===== config.mk =====
export PLATFORM = sky130hd
export DESIGN_NAME = set_mode_ctrl
export DESIGN_NICKNAME = d
export VERILOG_FILES = /design/src/rtl/set_mode_ctrl.sv
export SDC_FILE = /design/constraint.sdc
export NUM_CORES = 1
export LEC_CHECK = 0
export CAP_MARGIN = 20
export CORE_UTILIZATION = 40
export CTS_BUF_LIST = sky130_fd_sc_hd__clkbuf_4
export CTS_CLUSTER_DIAMETER = 40
export DETAILED_ROUTE_END_ITERATION = 7
export SYNTH_ARGS = -nofsm -noshare
export SYNTH_HDL_FRONTEND = slang
export SYNTH_SLANG_ARGS = --single-unit

===== constraint.sdc =====
create_clock -name clk100khz -period 3.95 [get_ports clk100khz]
set_input_delay 0.395 -clock clk100khz [delete_from_list [all_inputs] [get_ports clk100khz]]
set_output_delay 0.395 -clock clk100khz [all_outputs]
set_load 0.03 [all_outputs]

===== src/rtl/set_mode_ctrl.sv =====
`default_nettype none
// ============================================================================
// Module      : set_mode_ctrl
// Description : Clock "set mode" controller. Three raw active-low buttons
//               (mode_set, inc, dec) are synchronized and debounced. mode_set
//               presses step NORMAL -> SET_S -> SET_M -> SET_H -> NORMAL. In
//               a SET state inc/dec presses produce single-cycle step pulses
//               for the selected field, with hold-to-auto-repeat. A blink
//               strobe marks the field being edited.
// Ports       : clk100khz            - system clock (100 kHz)
//               rst_n                - synchronous active-low reset
//               mode_set, inc, dec   - raw buttons, low = pressed
//               mode_flag[1:0]       - 0 normal, 1 sec, 2 min, 3 hours
//               inc_s..dec_h         - single-cycle field step pulses
//               sec_hold             - high while setting seconds
//               blink                - display blank strobe
// Options     : SET_TIMEOUT_EN - when defined, TIMEOUT_CYCLES cycles without
//               any press event in a SET state return the FSM to NORMAL.
// Revision    : 1.0 - initial release
// ============================================================================
module set_mode_ctrl #(
    parameter int DEBOUNCE_CYCLES = 2000,
    parameter int REPEAT_DELAY    = 50000,
    parameter int REPEAT_PERIOD   = 10000,
    parameter int BLINK_HALF      = 25000,
    parameter int TIMEOUT_CYCLES  = 1000000
) (
    input  logic       clk100khz,
    input  logic       rst_n,
    input  logic       mode_set,
    input  logic       inc,
    input  logic       dec,
    output logic [1:0] mode_flag,
    output logic       inc_s,
    output logic       dec_s,
    output logic       inc_m,
    output logic       dec_m,
    output logic       inc_h,
    output logic       dec_h,
    output logic       sec_hold,
    output logic       blink
);

    localparam int c_db_w = (DEBOUNCE_CYCLES > 1) ? $clog2(DEBOUNCE_CYCLES) : 1;
    localparam int c_rp_n = (REPEAT_DELAY > REPEAT_PERIOD) ? REPEAT_DELAY : REPEAT_PERIOD;
    localparam int c_rp_w = (c_rp_n > 1) ? $clog2(c_rp_n) : 1;
    localparam int c_bl_w = (BLINK_HALF > 1) ? $clog2(BLINK_HALF) : 1;

    localparam logic [c_db_w-1:0] c_db_max  = c_db_w'(DEBOUNCE_CYCLES - 1);
    localparam logic [c_rp_w-1:0] c_dly_max = c_rp_w'(REPEAT_DELAY - 1);
    localparam logic [c_rp_w-1:0] c_per_max = c_rp_w'(REPEAT_PERIOD - 1);
    localparam logic [c_bl_w-1:0] c_bl_max  = c_bl_w'(BLINK_HALF - 1);

    typedef enum logic [1:0] {
        NORMAL = 2'd0,
        SET_S  = 2'd1,
        SET_M  = 2'd2,
        SET_H  = 2'd3
    } state_t;

    // ------------------------------------------------------------------
    // Button front end: index 0 = mode_set, 1 = inc, 2 = dec
    // ------------------------------------------------------------------
    logic [2:0] w_raw;
    logic [2:0] w_ev;      // press event, high in the cycle the debounced level falls
    logic [2:1] w_deb;     // debounced inc/dec levels, 0 = pressed
    logic [1:0] r_warm;    // marks when the synchronizers hold real samples

    assign w_raw = {dec, inc, mode_set};

    always_ff @(posedge clk100khz) begin
        if (!rst_n) begin
            r_warm <= 2'b00;
        end else begin
            r_warm <= {r_warm[0], 1'b1};
        end
    end

    for (genvar b = 0; b < 3; b++) begin : g_btn
        logic              r_sync1;
        logic              r_sync2;
        logic              r_deb;
        logic              r_armed;
        logic              r_ev;
        logic [c_db_w-1:0] r_cnt;

        always_ff @(posedge clk100khz) begin
            if (!rst_n) begin
                r_sync1 <= 1'b1;
                r_sync2 <= 1'b1;
                r_deb   <= 1'b1;
                r_armed <= 1'b0;
                r_ev    <= 1'b0;
                r_cnt   <= '0;
            end else begin
                r_sync1 <= w_raw[b];
                r_sync2 <= r_sync1;
                r_ev    <= 1'b0;
                // A button held through reset must be seen released before
                // its next fall counts as a press.
                if (r_warm[1] && r_sync2) begin
                    r_armed <= 1'b1;
                end
                if (r_sync2 == r_deb) begin
                    r_cnt <= '0;
                end else if (r_cnt == c_db_max) begin
                    r_cnt <= '0;
                    r_deb <= r_sync2;
                    r_ev  <= ~r_sync2 & r_armed;
                end else begin
                    r_cnt <= r_cnt + 1'b1;
                end
            end
        end

        assign w_ev[b] = r_ev;

        if (b != 0) begin : g_lvl
            assign w_deb[b] = r_deb;
        end
    end

    // ------------------------------------------------------------------
    // Mode FSM
    // ------------------------------------------------------------------
    state_t r_state;
    state_t w_state_nxt;
    logic   w_timeout;
    logic   w_mode_chg;

`ifdef SET_TIMEOUT_EN
    localparam int c_to_w = (TIMEOUT_CYCLES > 1) ? $clog2(TIMEOUT_CYCLES) : 1;
    localparam logic [c_to_w-1:0] c_to_max = c_to_w'(TIMEOUT_CYCLES - 1);

    logic [c_to_w-1:0] r_to_cnt;

    assign w_timeout = (r_state != NORMAL) && (r_to_cnt == c_to_max) && !(|w_ev);

    always_ff @(posedge clk100khz) begin
        if (!rst_n) begin
            r_to_cnt <= '0;
        end else if ((r_state == NORMAL) || (|w_ev) || w_timeout) begin
            r_to_cnt <= '0;
        end else begin
            r_to_cnt <= r_to_cnt + 1'b1;
        end
    end
`else
    // Timeout length has no meaning without the inactivity counter.
    localparam int c_timeout_unused = TIMEOUT_CYCLES;

    assign w_timeout = 1'b0;
`endif

    always_ff @(posedge clk100khz) begin
        if (!rst_n) begin
            r_state <= NORMAL;
        end else begin
            r_state <= w_state_nxt;
        end
    end

    always_comb begin
        w_state_nxt = r_state;
        if (w_ev[0]) begin
            case (r_state)
                NORMAL:  w_state_nxt = SET_S;
                SET_S:   w_state_nxt = SET_M;
                SET_M:   w_state_nxt = SET_H;
                default: w_state_nxt = NORMAL;
            endcase
        end else if (w_timeout) begin
            w_state_nxt = NORMAL;
        end
    end

    assign w_mode_chg = (w_state_nxt != r_state);

    // ------------------------------------------------------------------
    // Step pulses and auto-repeat
    // ------------------------------------------------------------------
    logic              r_rep_act;   // a held button is eligible for repeats
    logic              r_rep_dec;   // repeating button: 0 = inc, 1 = dec
    logic              r_rep_per;   // 0 = waiting initial delay, 1 = periodic
    logic [c_rp_w-1:0] r_rep_cnt;
    logic [5:0]        r_pulse;     // {dec_h, inc_h, dec_m, inc_m, dec_s, inc_s}

    logic              w_rep_act_nxt;
    logic              w_rep_dec_nxt;
    logic              w_rep_per_nxt;
    logic [c_rp_w-1:0] w_rep_cnt_nxt;
    logic [5:0]        w_pulse_nxt;
    logic              w_step;
    logic              w_step_dec;
    logic              w_both;
    logic              w_held_rel;

    assign w_both     = ~w_deb[1] & ~w_deb[2];
    assign w_held_rel = r_rep_dec ? w_deb[2] : w_deb[1];

    always_comb begin
        w_rep_act_nxt = r_rep_act;
        w_rep_dec_nxt = r_rep_dec;
        w_rep_per_nxt = r_rep_per;
        w_rep_cnt_nxt = r_rep_cnt;
        w_step        = 1'b0;
        w_step_dec    = 1'b0;
        w_pulse_nxt   = '0;

        // A mode change, NORMAL, or both buttons down all kill any repeat;
        // only a fresh press event can start stepping again.
        if (w_mode_chg || (r_state == NORMAL) || w_both) begin
            w_rep_act_nxt = 1'b0;
            w_rep_per_nxt = 1'b0;
            w_rep_cnt_nxt = '0;
        end else if (w_ev[1] || w_ev[2]) begin
            w_step        = 1'b1;
            w_step_dec    = w_ev[2];
            w_rep_act_nxt = 1'b1;
            w_rep_dec_nxt = w_ev[2];
            w_rep_per_nxt = 1'b0;
            w_rep_cnt_nxt = '0;
        end else if (r_rep_act) begin
            if (w_held_rel) begin
                w_rep_act_nxt = 1'b0;
                w_rep_per_nxt = 1'b0;
                w_rep_cnt_nxt = '0;
            end else if (r_rep_cnt == (r_rep_per ? c_per_max : c_dly_max)) begin
                w_step        = 1'b1;
                w_step_dec    = r_rep_dec;
                w_rep_per_nxt = 1'b1;
                w_rep_cnt_nxt = '0;
            end else begin
                w_rep_cnt_nxt = r_rep_cnt + 1'b1;
            end
        end

        if (w_step) begin
            case (r_state)
                SET_S:   w_pulse_nxt = w_step_dec ? 6'b000010 : 6'b000001;
                SET_M:   w_pulse_nxt = w_step_dec ? 6'b001000 : 6'b000100;
                SET_H:   w_pulse_nxt = w_step_dec ? 6'b100000 : 6'b010000;
                default: w_pulse_nxt = '0;
            endcase
        end
    end

    always_ff @(posedge clk100khz) begin
        if (!rst_n) begin
            r_rep_act <= 1'b0;
            r_rep_dec <= 1'b0;
            r_rep_per <= 1'b0;
            r_rep_cnt <= '0;
            r_pulse   <= '0;
        end else begin
            r_rep_act <= w_rep_act_nxt;
            r_rep_dec <= w_rep_dec_nxt;
            r_rep_per <= w_rep_per_nxt;
            r_rep_cnt <= w_rep_cnt_nxt;
            r_pulse   <= w_pulse_nxt;
        end
    end

    // ------------------------------------------------------------------
    // Blink strobe: restarts high on entry to any SET state
    // ------------------------------------------------------------------
    logic              r_blink;
    logic [c_bl_w-1:0] r_bl_cnt;

    always_ff @(posedge clk100khz) begin
        if (!rst_n) begin
            r_blink  <= 1'b0;
            r_bl_cnt <= '0;
        end else if (w_mode_chg) begin
            r_blink  <= (w_state_nxt != NORMAL);
            r_bl_cnt <= '0;
        end else if (r_state == NORMAL) begin
            r_blink  <= 1'b0;
            r_bl_cnt <= '0;
        end else if (r_bl_cnt == c_bl_max) begin
            r_blink  <= ~r_blink;
            r_bl_cnt <= '0;
        end else begin
            r_bl_cnt <= r_bl_cnt + 1'b1;
        end
    end

    // ------------------------------------------------------------------
    // Outputs
    // ------------------------------------------------------------------
    assign mode_flag = r_state;
    assign sec_hold  = (r_state == SET_S);
    assign blink     = r_blink;
    assign inc_s     = r_pulse[0];
    assign dec_s     = r_pulse[1];
    assign inc_m     = r_pulse[2];
    assign dec_m     = r_pulse[3];
    assign inc_h     = r_pulse[4];
    assign dec_h     = r_pulse[5];

endmodule
`default_nettype wire


==> results.sh <==
export IMPL_finClkSkew_ps=23.65
export IMPL_hpwl_um=4404
export IMPL_die_area_um2=10090
export IMPL_synth_ff_type="dfxtp_1"
export IMPL_synth_top_area_share=0.4803
export IMPL_grt_max_degree=30
export IMPL_avgViaCountPerCell=4.805
export IMPL_synth_xor_area_frac=0.1356
export IMPL_synth_edff_count=0
export IMPL_max_vdd_ir_drop_mv=0.1646
export IMPL_cp_arrival_ps=2730
export IMPL_core_region_area_um2=9328
export IMPL_rows=35
export IMPL_synth_compound_area_frac=0.03744
export IMPL_antenna_found_initial=0
export IMPL_status="finished, final reports clean"
export IMPL_finalHoldViolCount=0
export IMPL_gp_congestion=0.7428
export IMPL_clock_sinks=93
export IMPL_syn_to_final_growth_pct=11.14
export IMPL_clk_path_buf_depth=2
export IMPL_vias=2758
export IMPL_drcViolationCount=0
export IMPL_grt_pass1_wl_um=11070
export IMPL_yosys_cell_types_count=47
export IMPL_tritoncts="built"
export IMPL_synth_cell_area_um2=3876
export IMPL_power_density_nw_per_um2=361.1
export IMPL_dr_pass1_iters=5
export IMPL_cp_end_kind="flip-flop"
export IMPL_insertion_delay_ps=430
export IMPL_routedWlPerCell_um=11.16
export IMPL_cts_root_buffer="clkbuf_4"
export IMPL_fp_dieH_um=100.4
export IMPL_crit_type="flip-flop to flip-flop"
export IMPL_leakage_uw=0.001409
export IMPL_antenna_cells=0
export IMPL_fin_crit_ps=2365
export IMPL_ys_ff_latch=93
export IMPL_synth_top_family_by_area="simple AND/OR/NAND/NOR gates"
export IMPL_clock_fmax_mhz=422.8
export IMPL_syn_avg_cell_area_um2=9.185
export IMPL_cts_hold_buf=0
export IMPL_clkSlewWorstSetupHoldPaths_ps=150
export IMPL_hp_class="flip-flop to flip-flop"
export IMPL_rsz0062_at_grt="no"
export IMPL_synthAdderAreaFrac=0.02905
export IMPL_final_setup_tns_ps=0
export IMPL_worstMarginPinSlew_ps=600.2
export IMPL_cts_made_buffers=9
export IMPL_setup_viol=0
export IMPL_cts_resized=0
export IMPL_io_pins=15
export IMPL_drt_iter0_drc=67
export IMPL_portBuffers=14
export IMPL_grt_overflow_total=0
export IMPL_yosys_area_share_simple=0.2734
export IMPL_first_global_vias=2474
export IMPL_cp_max_fo=13
export IMPL_seq_area_frac_synth=0.4803
export IMPL_yosys_mux_area_fraction=0.02098
export IMPL_final_net_count=454
export IMPL_cts_setup_buffers=0
export IMPL_drv_slew=0
export IMPL_crit_required_ps=4310
export IMPL_setup_worst_path_start_class="flip-flop"
export IMPL_period_share=0.5988
export IMPL_slew_headroom=0.5987
export IMPL_netlist_instances=422
export IMPL_ant_nets=0
export IMPL_drive_above_1_share=0.05843
export IMPL_synthesis_nets=436
export IMPL_holdWs_ps=423.2
export IMPL_synth_area_leaders="dfxtp_1 (48%), nor2_1 (8.5%), xnor2_1 (7.9%), xor2_1 (5.6%), ha_1 (2.9%)"
export IMPL_grt_usage=0.1379
export IMPL_ys_warnings_count=0
export IMPL_synthArstFlopShare=0
export IMPL_htreeDepth=3
export IMPL_start_util=0.4156
export IMPL_synth_area_leader_cell="dfxtp_1"
export IMPL_finalWirelength_um=6404
export IMPL_die_x_um=100.4
export IMPL_maxCapViolations=0
critical path, stage by stage (launching register included):
cell     delay [ps]
dfxtp_1         470
inv_1           140
ha_1            370
xor2_1          170
or4b_4          510
o21ai_4         210
nand3_2         270
nor2_1          170
cells by family after synthesis:
kind of cell	Yosys count
and+or+nand+nor	209
buffers and inverters	21
adders and majority gates	9
AOI/OAI and AO/OA	22
DFF	93
xor gates and xnor gates	60
muxes	8
stage by stage:
| stage | instances | area, µm² | util | worst slack (ps) | power, µW |
|---|---|---|---|---|---|
| floorplan | 422 | 3876 | - | 1612 | 981.7 |
| global placement | 558 | 4144 | 0.4443 | 1608 | 988.5 |
| detailed placement | 558 | 4144 | 0.4443 | 1523 | 989.2 |
| CTS | 574 | 4308 | 0.4618 | 1555 | 1575 |
| global route | 574 | 4308 | 0.4618 | 1343 | 1616 |
| finish | 574 | 4308 | 0.4618 | 1585 | 1556 |
per-layer routing:
metal  GRT usage  share of wire
met1      0.1859           0.53
met4     0.06020          0.014
met2      0.2113           0.43
met3     0.03134          0.027
met5           0              0
registers in the layout, summed over array words and instances (netlist names):
register and count:
g_btn.r_cnt 33, r_rep_cnt 16, r_bl_cnt 15, r_pulse 6
g_btn.r_armed 3, g_btn.r_deb 3, g_btn.r_ev 3, g_btn.r_sync1 3
g_btn.r_sync2 3, mode_flag 2, r_warm 2, blink 1
r_rep_act 1, r_rep_dec 1, r_rep_per 1
Yosys cell counts, types with 2 or more instances:
cell      count
a21oi_1      10
and2_1        3
and3_1       12
buf_2         3
clkbuf_1      4
dfxtp_1      93
ha_1          9
inv_1        13
mux2i_1       7
nand2_1      28
nand2b_1      7
nand3_1      17
nand3b_1      2
nand4_1      14
nand4b_1      5
nor2_1       88
nor2b_1       7
nor3_1        7
nor4_1        2
nor4bb_1      3
o21ai_0       2
o31ai_1       2
or4_1         2
xnor2_1      35
xor2_1       25
worst paths after layout:
| path | start | end | slack (ps) | cells after the start |
|---|---|---|---|---|
| max reg2reg | mode_flag[0]$_SDFF_PN0_ | r_rep_cnt[7]$_SDFFE_PP0P_ | 1580 | 7 |
| min | g_btn[2].r_sync1$_SDFF_PN1_ | g_btn[2].r_sync2$_SDFF_PN1_ | 420 | 1 |
| min reg2reg | g_btn[2].r_sync1$_SDFF_PN1_ | g_btn[2].r_sync2$_SDFF_PN1_ | 420 | 1 |
| max | mode_flag[0]$_SDFF_PN0_ | r_rep_cnt[7]$_SDFFE_PP0P_ | 1580 | 7 |
report_power, final:
| group | internal, µW | total [µW] | leakage, µW | switching (µW) |
|---|---|---|---|---|
| logic | 9.73 | 19.4 | 0.000577 | 9.71 |
| registers | 945 | 949 | 0.000752 | 3.72 |
| clock network | 259 | 587 | 0.0000806 | 328 |
layout by cell type, fill, tap and decap left out, types with 12 or more instances in the layout:
master            n
nor2_1           88
nand4_1          14
dfxtp_1          93
clkdlybuf4s50_1  14
xor2_1           25
inv_1            13
xnor2_1          35
nand2_1          28
and3_1           12
nand3_1          17
final cells by class:
class | instances | area, µm²
well taps | 129 | 161.4
fillers | 915 | 5020
flip-flops and latches | 93 | 1862
clock inverters | 7 | 96.34
inverters | 13 | 48.80
clock buffers | 9 | 67.56
multi-input cells | 308 | 1924
repair buffers | 15 | 147.6
No activity file was read; power rests on OpenSTA's default activity.
